--- config.mk ---
export PLATFORM = sky130hd
export DESIGN_NAME = rle_dec
export DESIGN_NICKNAME = d
export VERILOG_FILES = /design/src/rtl/rle_pkg.sv /design/src/rtl/rle_bit_packer.sv /design/src/rtl/rle_dec.sv
export SDC_FILE = /design/constraint.sdc
export NUM_CORES = 1
export LEC_CHECK = 0
export CORE_ASPECT_RATIO = 1.2
export CORE_MARGIN = 2
export CORE_UTILIZATION = 48
export CTS_CLUSTER_DIAMETER = 50
export DETAILED_ROUTE_END_ITERATION = 16
export GPL_TIMING_DRIVEN = 1
export PLACE_DENSITY = 0.77
export SETUP_SLACK_MARGIN = 0.3
export SLEW_MARGIN = 30
export SYNTH_ARGS = -nofsm -noshare
export SYNTH_HDL_FRONTEND = slang
export SYNTH_SLANG_ARGS = --single-unit
--- constraint.sdc ---
create_clock -name clk -period 11.4 [get_ports clk]
set_clock_uncertainty 0.1 [all_clocks]
set_input_delay 3.42 -clock clk [delete_from_list [all_inputs] [get_ports clk]]
set_output_delay 3.42 -clock clk [all_outputs]
set_load 0.01 [all_outputs]
--- src/rtl/rle_pkg.sv ---
// Shared constants and FSM state encoding for the run-length encoder/decoder pair.
// Encoded word layout: {bit_id, run_len}, with the run length in the low CNT_W bits.
package rle_pkg;

  localparam int CNT_W   = 23;
  localparam int OUT_W   = 8;
  localparam int RD_LAT  = 2;
  localparam int WORD_W  = CNT_W + 1;
  localparam int ID_BIT  = CNT_W;
  localparam int CNT_LSB = 0;
  localparam int CNT_MSB = CNT_W - 1;
  localparam int FILL_W  = $clog2(OUT_W) + 1;

  typedef enum logic [2:0] {
    IDLE,
    REQ,
    WAIT_RD,
    LOAD,
    FILL,
    WRITE,
    FLUSH,
    DONE
  } dec_state_e;

endpackage

--- src/rtl/rle_bit_packer.sv ---
// Combinational packer: works out how many bits of the current run fit in the
// byte being assembled and drops them into the buffer at the current fill position.
module rle_bit_packer
  import rle_pkg::*;
(
  input  logic [FILL_W-1:0] fill_cnt,
  input  logic [CNT_W-1:0]  rem,
  input  logic              bit_id,
  input  logic [OUT_W-1:0]  byte_buf,
  output logic [FILL_W-1:0] n,
  output logic [OUT_W-1:0]  byte_buf_next
);

  logic [FILL_W-1:0] space;
  logic [OUT_W-1:0]  run_mask;

  always_comb begin
    space = FILL_W'(OUT_W) - fill_cnt;
    if (rem < CNT_W'(space)) begin
      n = rem[FILL_W-1:0];
    end else begin
      n = space;
    end
    // Mask covers bits [fill_cnt, fill_cnt+n)
    run_mask = '0;
    for (int i = 0; i < OUT_W; i++) begin
      if ((i >= int'(fill_cnt)) && (i < int'(fill_cnt) + int'(n))) begin
        run_mask[i] = 1'b1;
      end
    end
    byte_buf_next = bit_id ? (byte_buf | run_mask) : (byte_buf & ~run_mask);
  end

endmodule

--- src/rtl/rle_dec.sv ---
// Run-length decoder: pops {bit_id, run_len} words, re-expands each run and
// pushes the resulting bitstream out as LSB-first packed bytes.
module rle_dec
  import rle_pkg::*;
(
  input  logic              clk,
  input  logic              rst_n,
  input  logic              recv_ready,
  input  logic [WORD_W-1:0] in_data,
  output logic              rd_req,
  input  logic              send_ready,
  output logic [OUT_W-1:0]  out_data,
  output logic              wr_req,
  input  logic              end_of_stream,
  output logic              done
);

  localparam int LAT_W = $clog2(RD_LAT + 1);

  dec_state_e        state_q, state_d;
  logic              rd_req_q, rd_req_d;
  logic              wr_req_q, wr_req_d;
  logic [OUT_W-1:0]  out_data_q, out_data_d;
  logic              done_q, done_d;
  logic              bit_id_q, bit_id_d;
  logic [CNT_W-1:0]  rem_q, rem_d;
  logic [FILL_W-1:0] fill_cnt_q, fill_cnt_d;
  logic [OUT_W-1:0]  byte_buf_q, byte_buf_d;
  logic [LAT_W-1:0]  lat_cnt_q, lat_cnt_d;

  logic [FILL_W-1:0] pack_n;
  logic [OUT_W-1:0]  pack_buf;

  rle_bit_packer u_packer (
    .fill_cnt      (fill_cnt_q),
    .rem           (rem_q),
    .bit_id        (bit_id_q),
    .byte_buf      (byte_buf_q),
    .n             (pack_n),
    .byte_buf_next (pack_buf)
  );

  always_comb begin
    state_d    = state_q;
    rd_req_d   = 1'b0;
    wr_req_d   = 1'b0;
    out_data_d = out_data_q;
    bit_id_d   = bit_id_q;
    rem_d      = rem_q;
    fill_cnt_d = fill_cnt_q;
    byte_buf_d = byte_buf_q;
    lat_cnt_d  = lat_cnt_q;

    case (state_q)
      IDLE: state_d = REQ;
      REQ: begin
        if (recv_ready) begin
          rd_req_d  = 1'b1;
          lat_cnt_d = '0;
          state_d   = WAIT_RD;
        end else if (end_of_stream) begin
          state_d = (fill_cnt_q != '0) ? FLUSH : DONE;
        end
      end
      // rd_req is visible in the first WAIT_RD cycle; the word lands RD_LAT cycles later
      WAIT_RD: begin
        if (lat_cnt_q == LAT_W'(RD_LAT - 1)) begin
          state_d = LOAD;
        end else begin
          lat_cnt_d = lat_cnt_q + LAT_W'(1);
        end
      end
      LOAD: begin
        bit_id_d = in_data[ID_BIT];
        rem_d    = in_data[CNT_MSB:CNT_LSB];
        state_d  = (in_data[CNT_MSB:CNT_LSB] == '0) ? REQ : FILL;
      end
      FILL: begin
        byte_buf_d = pack_buf;
        rem_d      = rem_q - CNT_W'(pack_n);
        fill_cnt_d = fill_cnt_q + pack_n;
        state_d    = (fill_cnt_d == FILL_W'(OUT_W)) ? WRITE : REQ;
      end
      WRITE, FLUSH: begin
        if (send_ready) begin
          wr_req_d   = 1'b1;
          out_data_d = byte_buf_q;
          byte_buf_d = '0;
          fill_cnt_d = '0;
          if (state_q == FLUSH) begin
            state_d = DONE;
          end else begin
            state_d = (rem_q != '0) ? FILL : REQ;
          end
        end
      end
      DONE: begin
        if (!end_of_stream) begin
          state_d = IDLE;
        end
      end
      default: state_d = IDLE;
    endcase

    done_d = (state_d == DONE);
  end

  always_ff @(posedge clk or negedge rst_n) begin
    if (!rst_n) begin
      state_q    <= IDLE;
      rd_req_q   <= 1'b0;
      wr_req_q   <= 1'b0;
      out_data_q <= '0;
      done_q     <= 1'b0;
      bit_id_q   <= 1'b0;
      rem_q      <= '0;
      fill_cnt_q <= '0;
      byte_buf_q <= '0;
      lat_cnt_q  <= '0;
    end else begin
      state_q    <= state_d;
      rd_req_q   <= rd_req_d;
      wr_req_q   <= wr_req_d;
      out_data_q <= out_data_d;
      done_q     <= done_d;
      bit_id_q   <= bit_id_d;
      rem_q      <= rem_d;
      fill_cnt_q <= fill_cnt_d;
      byte_buf_q <= byte_buf_d;
      lat_cnt_q  <= lat_cnt_d;
    end
  end

  assign rd_req   = rd_req_q;
  assign wr_req   = wr_req_q;
  assign out_data = out_data_q;
  assign done     = done_q;

endmodule
==> flow_metrics.py, run 1 <==
metrics = {
    "die": {
        "dieArea_um2": 7390,
        "core_area_um2": 6490,
        "initial_utilization": 0.497,
        "die_h_um": 93.8,
        "dieWidth_um": 78.8,
        "io_pins": 40,
        "num_rows": 32,
    },
    "timing": {
        "finalCritPeriodShare": 0.446,
        "worst_slack_ps": 6320,
        "finalSetupTns_ps": 0,
        "hold_viol_final": 0,
        "tightestPinTransition_ps": 844,
        "relSlewSlack": 0.423,
        "grt_setup_unrepaired": "false",
        "finalSetupViolCount": 0,
        "max_freq_mhz": 197,
        "period_minus_slack_ps": 5080,
        "slew_viol_final": 0,
    },
    "logic_synthesis": {
        "ys_async_sr_fraction": 1.00,
        "seq_area_frac_synth": 0.404,
        "synth-simple-area-share": 0.266,
        "synth_flop_cell": "dfrtp_1",
        "synth_nets": 424,
        "yosys.area_share.xor_xnor": 0.0109,
        "synth_top_family_by_area": "simple AND/OR/NAND/NOR gates",
        "synth_edf_count": 0,
        "synth_cell_types": 54,
        "ys_ff_latch": 52,
        "synthAdderAreaFrac": 0.0706,
        "synth_mux_area_frac": 0.0252,
        "synth.cell_area_um2": 3220,
        "synth-compound-area-share": 0.183,
        "netlist_instances": 378,
        "synth_warnings": 0,
        "synth.avg_cell_area_um2": 8.53,
    },
    "global_route": {
        "grtUsageTotal": 0.227,
        "antenna_found_initial": 0,
        "grt_pass1_vias": 2959,
        "grt_max_degree": 53,
        "grt_pass1_wl_mm": 13.4,
        "grt_overflow_total": 0,
    },
    "clock_network": {
        "post-cts-setup-buffers": 0,
        "hold_buffers": 0,
        "cts_tree": "done",
        "htree_num_levels": 2,
        "cts_buffers": 5,
        "root_buffer": "clkbuf_8",
        "cts_sinks": 52,
        "clk_latency_ps": 310,
        "cts_buffer_depth": 2,
        "clk_pin_slew_ps": 100,
        "cts-resized-gates": 0,
    },
    "layout": {
        "syn2layout_area_growth_pct": 17.0,
        "antenna_cells": 0,
        "drive_gt1_frac": 0.0535,
        "n_fill_cell": 592,
        "layout_commonest_cell": "nand2_1",
        "nNetsFinal": 456,
        "final_util": 0.582,
        "mostFrequentLayoutCells": "nand2_1, dfrtp_1, clkdlybuf4s50_1, nor2_1, nand3_1",
    },
    "hold_path": {
        "min_path_type": "reg -> reg",
        "holdCritStartpoint": "byte_buf_q[0]",
        "whs_path_depth": 2,
    },
    "critical_path": {
        "crit_type": "in -> reg",
        "required_ps": 11510,
        "endpoint": "done",
        "reg2reg_to": "byte_buf_q[1]",
        "r2r_start": "fill_cnt_q[1]",
        "startpoint_type": "input port",
        "r2r_cells": 18,
        "arrival_ps": 5190,
        "cp_max_fo": 2,
        "cp-end-kind": "register",
        "crit_path_start": "in_data[21]",
        "r2r_slack_ps": 6450,
    },
    "placed_design": {
        "place_hpwl_mm": 5.64,
        "pre_cts_ws_ps": 6000,
        "place.gp.congestion": 0.867,
        "io_buffers": 39,
    },
    "drt": {
        "wire_per_inst_um": 15.7,
        "drt_iter0_drc": 189,
        "ant_nets": 0,
        "vias": 3002,
        "vias_per_cell": 6.05,
        "drc_errors": 0,
        "wl_mm": 7.77,
        "firstDrtPassIters": 5,
    },
    "power": {
        "pwr-share-seq": 0.327,
        "power_leakage_nw": 1.62,
        "vdd.ir_drop.worst_mv": 0.120,
        "p_int_mw": 0.576,
        "switching_share": 0.464,
        "power_mw": 1.08,
        "clockPowerShare": 0.121,
        "power_switching_mw": 0.499,
        "comb_power_share": 0.552,
        "power.density_nw_per_um2": 285,
    },
    "outcome": {
        "status": "complete, no violations",
    },
    "job": {
        "drv_cap": 0,
    },
}
[cell families (layout without fill, tap and decap cells)]
family	count (synthesis)	in the layout
AOI/OAI and AO/OA	85	85
muxes	7	7
xor gates and xnor gates	4	4
DFF	52	52
and+or+nand+nor	180	180
buffers and inverters	33	66
adders and majority gates	17	17
[synth_stat cells (2+ instances only)]
cell type,number,share of area
a211o_1,2,0.0054
a211oi_1,4,0.0093
a21o_1,3,0.0070
a21oi_1,16,0.025
a22oi_1,4,0.0093
a311oi_1,2,0.0054
a31oi_1,2,0.0039
a32o_1,3,0.0093
and2_1,2,0.0039
and3_1,3,0.0058
clkbuf_1,14,0.016
dfrtp_1,52,0.40
fa_1,2,0.012
ha_1,15,0.058
inv_1,14,0.016
inv_2,3,0.0035
mux2_4,2,0.0093
mux2i_1,4,0.012
nand2_1,71,0.083
nand2b_1,7,0.014
nand3_1,17,0.026
nand4_1,5,0.0097
nand4b_1,2,0.0054
nor2_1,31,0.036
nor2b_1,4,0.0078
nor3_1,14,0.022
nor4_1,9,0.017
o211ai_1,8,0.019
o21a_1,3,0.0070
o21ai_0,16,0.025
o221ai_1,5,0.014
o22ai_1,3,0.0058
o311ai_0,5,0.014
o41ai_1,2,0.0054
or2_2,2,0.0039
or3_1,3,0.0058
or4_1,5,0.012
xnor2_1,2,0.0054
xor2_1,2,0.0054
[power groups by stage]
| stage | Combinational (mW) | Sequential (mW) | Clock, mW |
|---|---|---|---|
| 2_1_floorplan | 0.450 | 0.325 | 0 |
| 3_3_place_gp | 0.566 | 0.348 | 0 |
| 3_5_place_dp | 0.587 | 0.353 | 0 |
| 4_1_cts | 0.592 | 0.350 | 0.131 |
| 5_1_grt | 0.674 | 0.364 | 0.138 |
| 6_report | 0.594 | 0.352 | 0.130 |
[per-stage QoR]
| step | hold slack [ps] | instances | instance area [um2] |
|---|---|---|---|
| 2_1_floorplan | 339 | 378 | 3220 |
| 3_3_place_gp | 346 | 488 | 3660 |
| 3_5_place_dp | 355 | 488 | 3660 |
| 4_1_cts | 378 | 496 | 3770 |
| 5_1_grt | 405 | 496 | 3770 |
| 6_report | 376 | 496 | 3770 |
[worst min path at each step]
stage | endpoint | slack [ps]
global placement | out_data[7] | 350
CTS | out_data[4] | 380
floorplan | out_data[4] | 340
finish | out_data[0] | 380
global route | out_data[7] | 400
detailed placement | out_data[4] | 350
[layout make-up]
cell class              count  area, um2  share of cell area
repair buffers             41        400               0.106
well taps                  85        106              0.0282
clock inverters             3       42.5              0.0113
multi-input cells         293       1790               0.474
flip-flops and latches     52       1300               0.345
clock buffers               5       68.8              0.0182
inverters                  17       63.8              0.0169
[critical path, stage by stage]
cell,delay (ps)
clkdlybuf4s50_1,420
nor4_1,320
nand4_1,210
o21ai_0,220
nand3_1,90
or3b_1,360
and3_1,150
[registers in the layout, summed over array words and instances, names as in the netlist]
register    cells
fill_cnt_q      4
wr_req          1
lat_cnt_q       2
state_q         3
out_data        8
bit_id_q        1
rem_q          23
byte_buf_q      8
rd_req          1
done            1
[routing by layer]
metal | routed length [um] | track usage | vias to the layer above | share of wire
met3 | 282 | 0.0346 | 19 | 0.036
li1 | - | - | 1445 | -
met5 | 0 | 0 | - | 0
met4 | 194 | 0.0805 | 0 | 0.025
met1 | 3240 | 0.258 | 1447 | 0.42
met2 | 4050 | 0.429 | 91 | 0.52
(Power assumes the default switching activity.)
==> inputs of run 2 (changes only) <==
--- a/config.mk
+++ b/config.mk
@@ -11,7 +11,7 @@
 export CTS_CLUSTER_DIAMETER = 50
 export DETAILED_ROUTE_END_ITERATION = 16
 export GPL_TIMING_DRIVEN = 1
-export PLACE_DENSITY = 0.77
+export PLACE_DENSITY = 0.79
 export SETUP_SLACK_MARGIN = 0.3
 export SLEW_MARGIN = 30
 export SYNTH_ARGS = -nofsm -noshare
==> constraint.sdc (replaced) <==
create_clock -name clk -period 4.4 [get_ports clk]
set_clock_uncertainty 0.1 [all_clocks]
set_input_delay 1.32 -clock clk [delete_from_list [all_inputs] [get_ports clk]]
set_output_delay 1.32 -clock clk [all_outputs]
set_load 0.01 [all_outputs]
==> run 2 against run 1 <==
Worst hold slack better by 4.4 ps. Sequential power grew to 2.6 times the previous value. Total power grew to 2.9 times the previous value. Core utilization is 4.0 points higher. Sequential share of layout area is 2.2 points lower. Clock power is 120% higher. Largest cell class unchanged. First-iteration DRC count is 5.3% lower. Via count is 1.6% higher. Global-route usage is 0.87 points higher. Critical path depth is 11 higher. Critical endpoint is now rem_q[8].
==> flow_metrics.py, run 2 (synthesis gave the netlist of run 1 again) <==
metrics = {
    "layout": {
        "largest_reg_flops": 23,
        "antenna_cells": 0,
        "syn2layout_area_growth_pct": 25.1,
        "drive_gt1_frac": 0.150,
        "nNetsFinal": 473,
        "mostFrequentLayoutCells": "nand2_1, dfrtp_1, clkdlybuf4s50_1, nor2_1",
        "layout_commonest_cell": "nand2_1",
        "top_register": "rem_q",
        "n_fill_cell": 586,
    },
    "timing": {
        "finalCritPeriodShare": 0.946,
        "slew_viol_final": 0,
        "hold_viol_final": 0,
        "max_freq_mhz": 240,
        "period_minus_slack_ps": 4160,
        "relSlewSlack": 0.473,
        "tightestPinTransition_ps": 791,
        "finalSetupViolCount": 0,
        "finalSetupTns_ps": 0,
        "grt_setup_unrepaired": "true",
    },
    "die": {
        "io_pins": 40,
        "dieArea_um2": 7390,
        "num_rows": 32,
        "die_h_um": 93.8,
        "initial_utilization": 0.497,
        "dieWidth_um": 78.8,
        "core_area_um2": 6490,
    },
    "drt": {
        "vias": 3051,
        "wire_per_inst_um": 16.1,
        "ant_nets": 0,
        "firstDrtPassIters": 4,
        "drt_iter0_drc": 179,
        "wl_mm": 8.26,
        "vias_per_cell": 5.95,
        "drc_errors": 0,
    },
    "critical_path": {
        "critical-path-max-stage-delay_ps": 590,
        "cp_cell_sequence": "buf_6 -> nor3_4 -> xor2_1 -> inv_1 -> ha_1 -> o21ai_1 -> a21oi_1 -> or4_4 -> o21ai_4 -> ha_2 -> inv_1 -> fa_2 -> a21oi_2 -> o21a_1 -> nand2_2 -> or4_1 -> nand3_1 -> o211ai_1",
        "arrival_ps": 4250,
        "r2r_slack_ps": 240,
        "crit_type": "reg -> reg",
        "r2r_start": "fill_cnt_q[1]",
        "cp_common_cell": "inv_1",
        "r2r_cells": 18,
        "cp_slowest_cell": "or4_4",
        "startpoint_type": "register",
        "reg2reg_to": "rem_q[8]",
        "cp-end-kind": "register",
        "cp_max_fo": 5,
        "required_ps": 4480,
    },
    "power": {
        "power_mw": 3.10,
        "vdd.ir_drop.worst_mv": 0.363,
        "power_leakage_nw": 1.72,
        "power.density_nw_per_um2": 769,
    },
    "global_route": {
        "grt_pass1_wl_mm": 14.0,
        "grt_max_degree": 36,
        "grt_overflow_total": 0,
        "grtUsageTotal": 0.236,
        "antenna_found_initial": 0,
        "grt_pass1_vias": 3132,
    },
    "clock_network": {
        "htree_num_levels": 2,
        "root_buffer": "clkbuf_8",
        "cts_buffers": 5,
        "clk_pin_slew_ps": 90,
        "clk_latency_ps": 310,
        "cts_buffer_depth": 2,
        "cts_sinks": 52,
        "cts_tree": "done",
    },
    "hold_path": {
        "hold_path_end": "out_data[6]",
        "holdCritStartpoint": "out_data[6]",
        "whs_path_depth": 2,
        "min_path_type": "reg -> reg",
    },
    "placed_design": {
        "place.gp.congestion": 0.940,
        "place_hpwl_mm": 5.84,
        "io_buffers": 39,
    },
    "job": {
        "drv_cap": 0,
    },
    "outcome": {
        "status": "complete, no violations",
    },
}
[run 2: layer usage]
layer	global-route usage	wire [um]	share of wire	vias to the layer above
met5	0	0	0	-
met4	0.0977	201	0.024	0
met3	0.0337	440	0.053	22
met2	0.442	4400	0.53	123
met1	0.266	3220	0.39	1433
li1	-	-	-	1473
[run 2: layout make-up]
cell class	count	area [um2]	share of cell area
multi-input combinational	293	1930	0.479
sequential	52	1300	0.323
timing repair buffer	58	536	0.133
tap	85	106	0.0264
clock buffer	5	68.8	0.0171
inverter	17	63.8	0.0158
clock inverter	3	23.8	0.00590
[run 2: repair_timing]
item	CTS	global route
gates resized for setup	11	27
endpoints found under the setup margin	23	22
hold buffers	0	0
buffers inserted	2	7
pin swaps	3	14
[run 2: worst max-delay path, delay by kind of cell (launching register included)]
kind                     cells  cell delay [ps]
buffers and inverters        3              280
XOR/XNOR                     1              160
AO/OA/AOI/OAI                6              840
AND/OR/NAND/NOR              5             1400
adder cells (fa/ha/maj)      3              850
flip-flops                   1              410
[run 2: metrics by stage]
step,setup slack [ps],utilization,instance area [um2],cells,hold WS [ps]
6_report,237,0.622,4030,513,380
5_1_grt,75.2,0.622,4030,513,417
4_1_cts,301,0.600,3890,506,383
3_3_place_gp,212,0.575,3730,496,348
2_1_floorplan,304,-,3230,378,339
3_5_place_dp,20.0,0.575,3730,496,359
[run 2: how the worst max path moves through the flow]
stage                        from             to  slack, ps  cells after the start
CTS                 fill_cnt_q[2]       rem_q[8]        300                     17
global route        fill_cnt_q[1]       rem_q[8]         80                     18
global placement    fill_cnt_q[0]       rem_q[8]        210                     18
detailed placement  fill_cnt_q[0]  byte_buf_q[1]         20                     18
floorplan           fill_cnt_q[1]      rem_q[11]        300                     19
finish              fill_cnt_q[1]       rem_q[8]        240                     18
[run 2: power by group]
part | switching (mW) | internal (mW)
clock | 0.169 | 0.113
sequential | 0.228 | 0.683
combinational | 1.05 | 0.856
total | 1.45 | 1.65
==> inputs of run 3 (changes only) <==
--- a/config.mk
+++ b/config.mk
@@ -5,6 +5,7 @@
 export SDC_FILE = /design/constraint.sdc
 export NUM_CORES = 1
 export LEC_CHECK = 0
+export CAP_MARGIN = 0
 export CORE_ASPECT_RATIO = 1.2
 export CORE_MARGIN = 2
 export CORE_UTILIZATION = 48
==> results of run 3 <==
The final DEF is identical to that of run 2; final timing and power are the same.
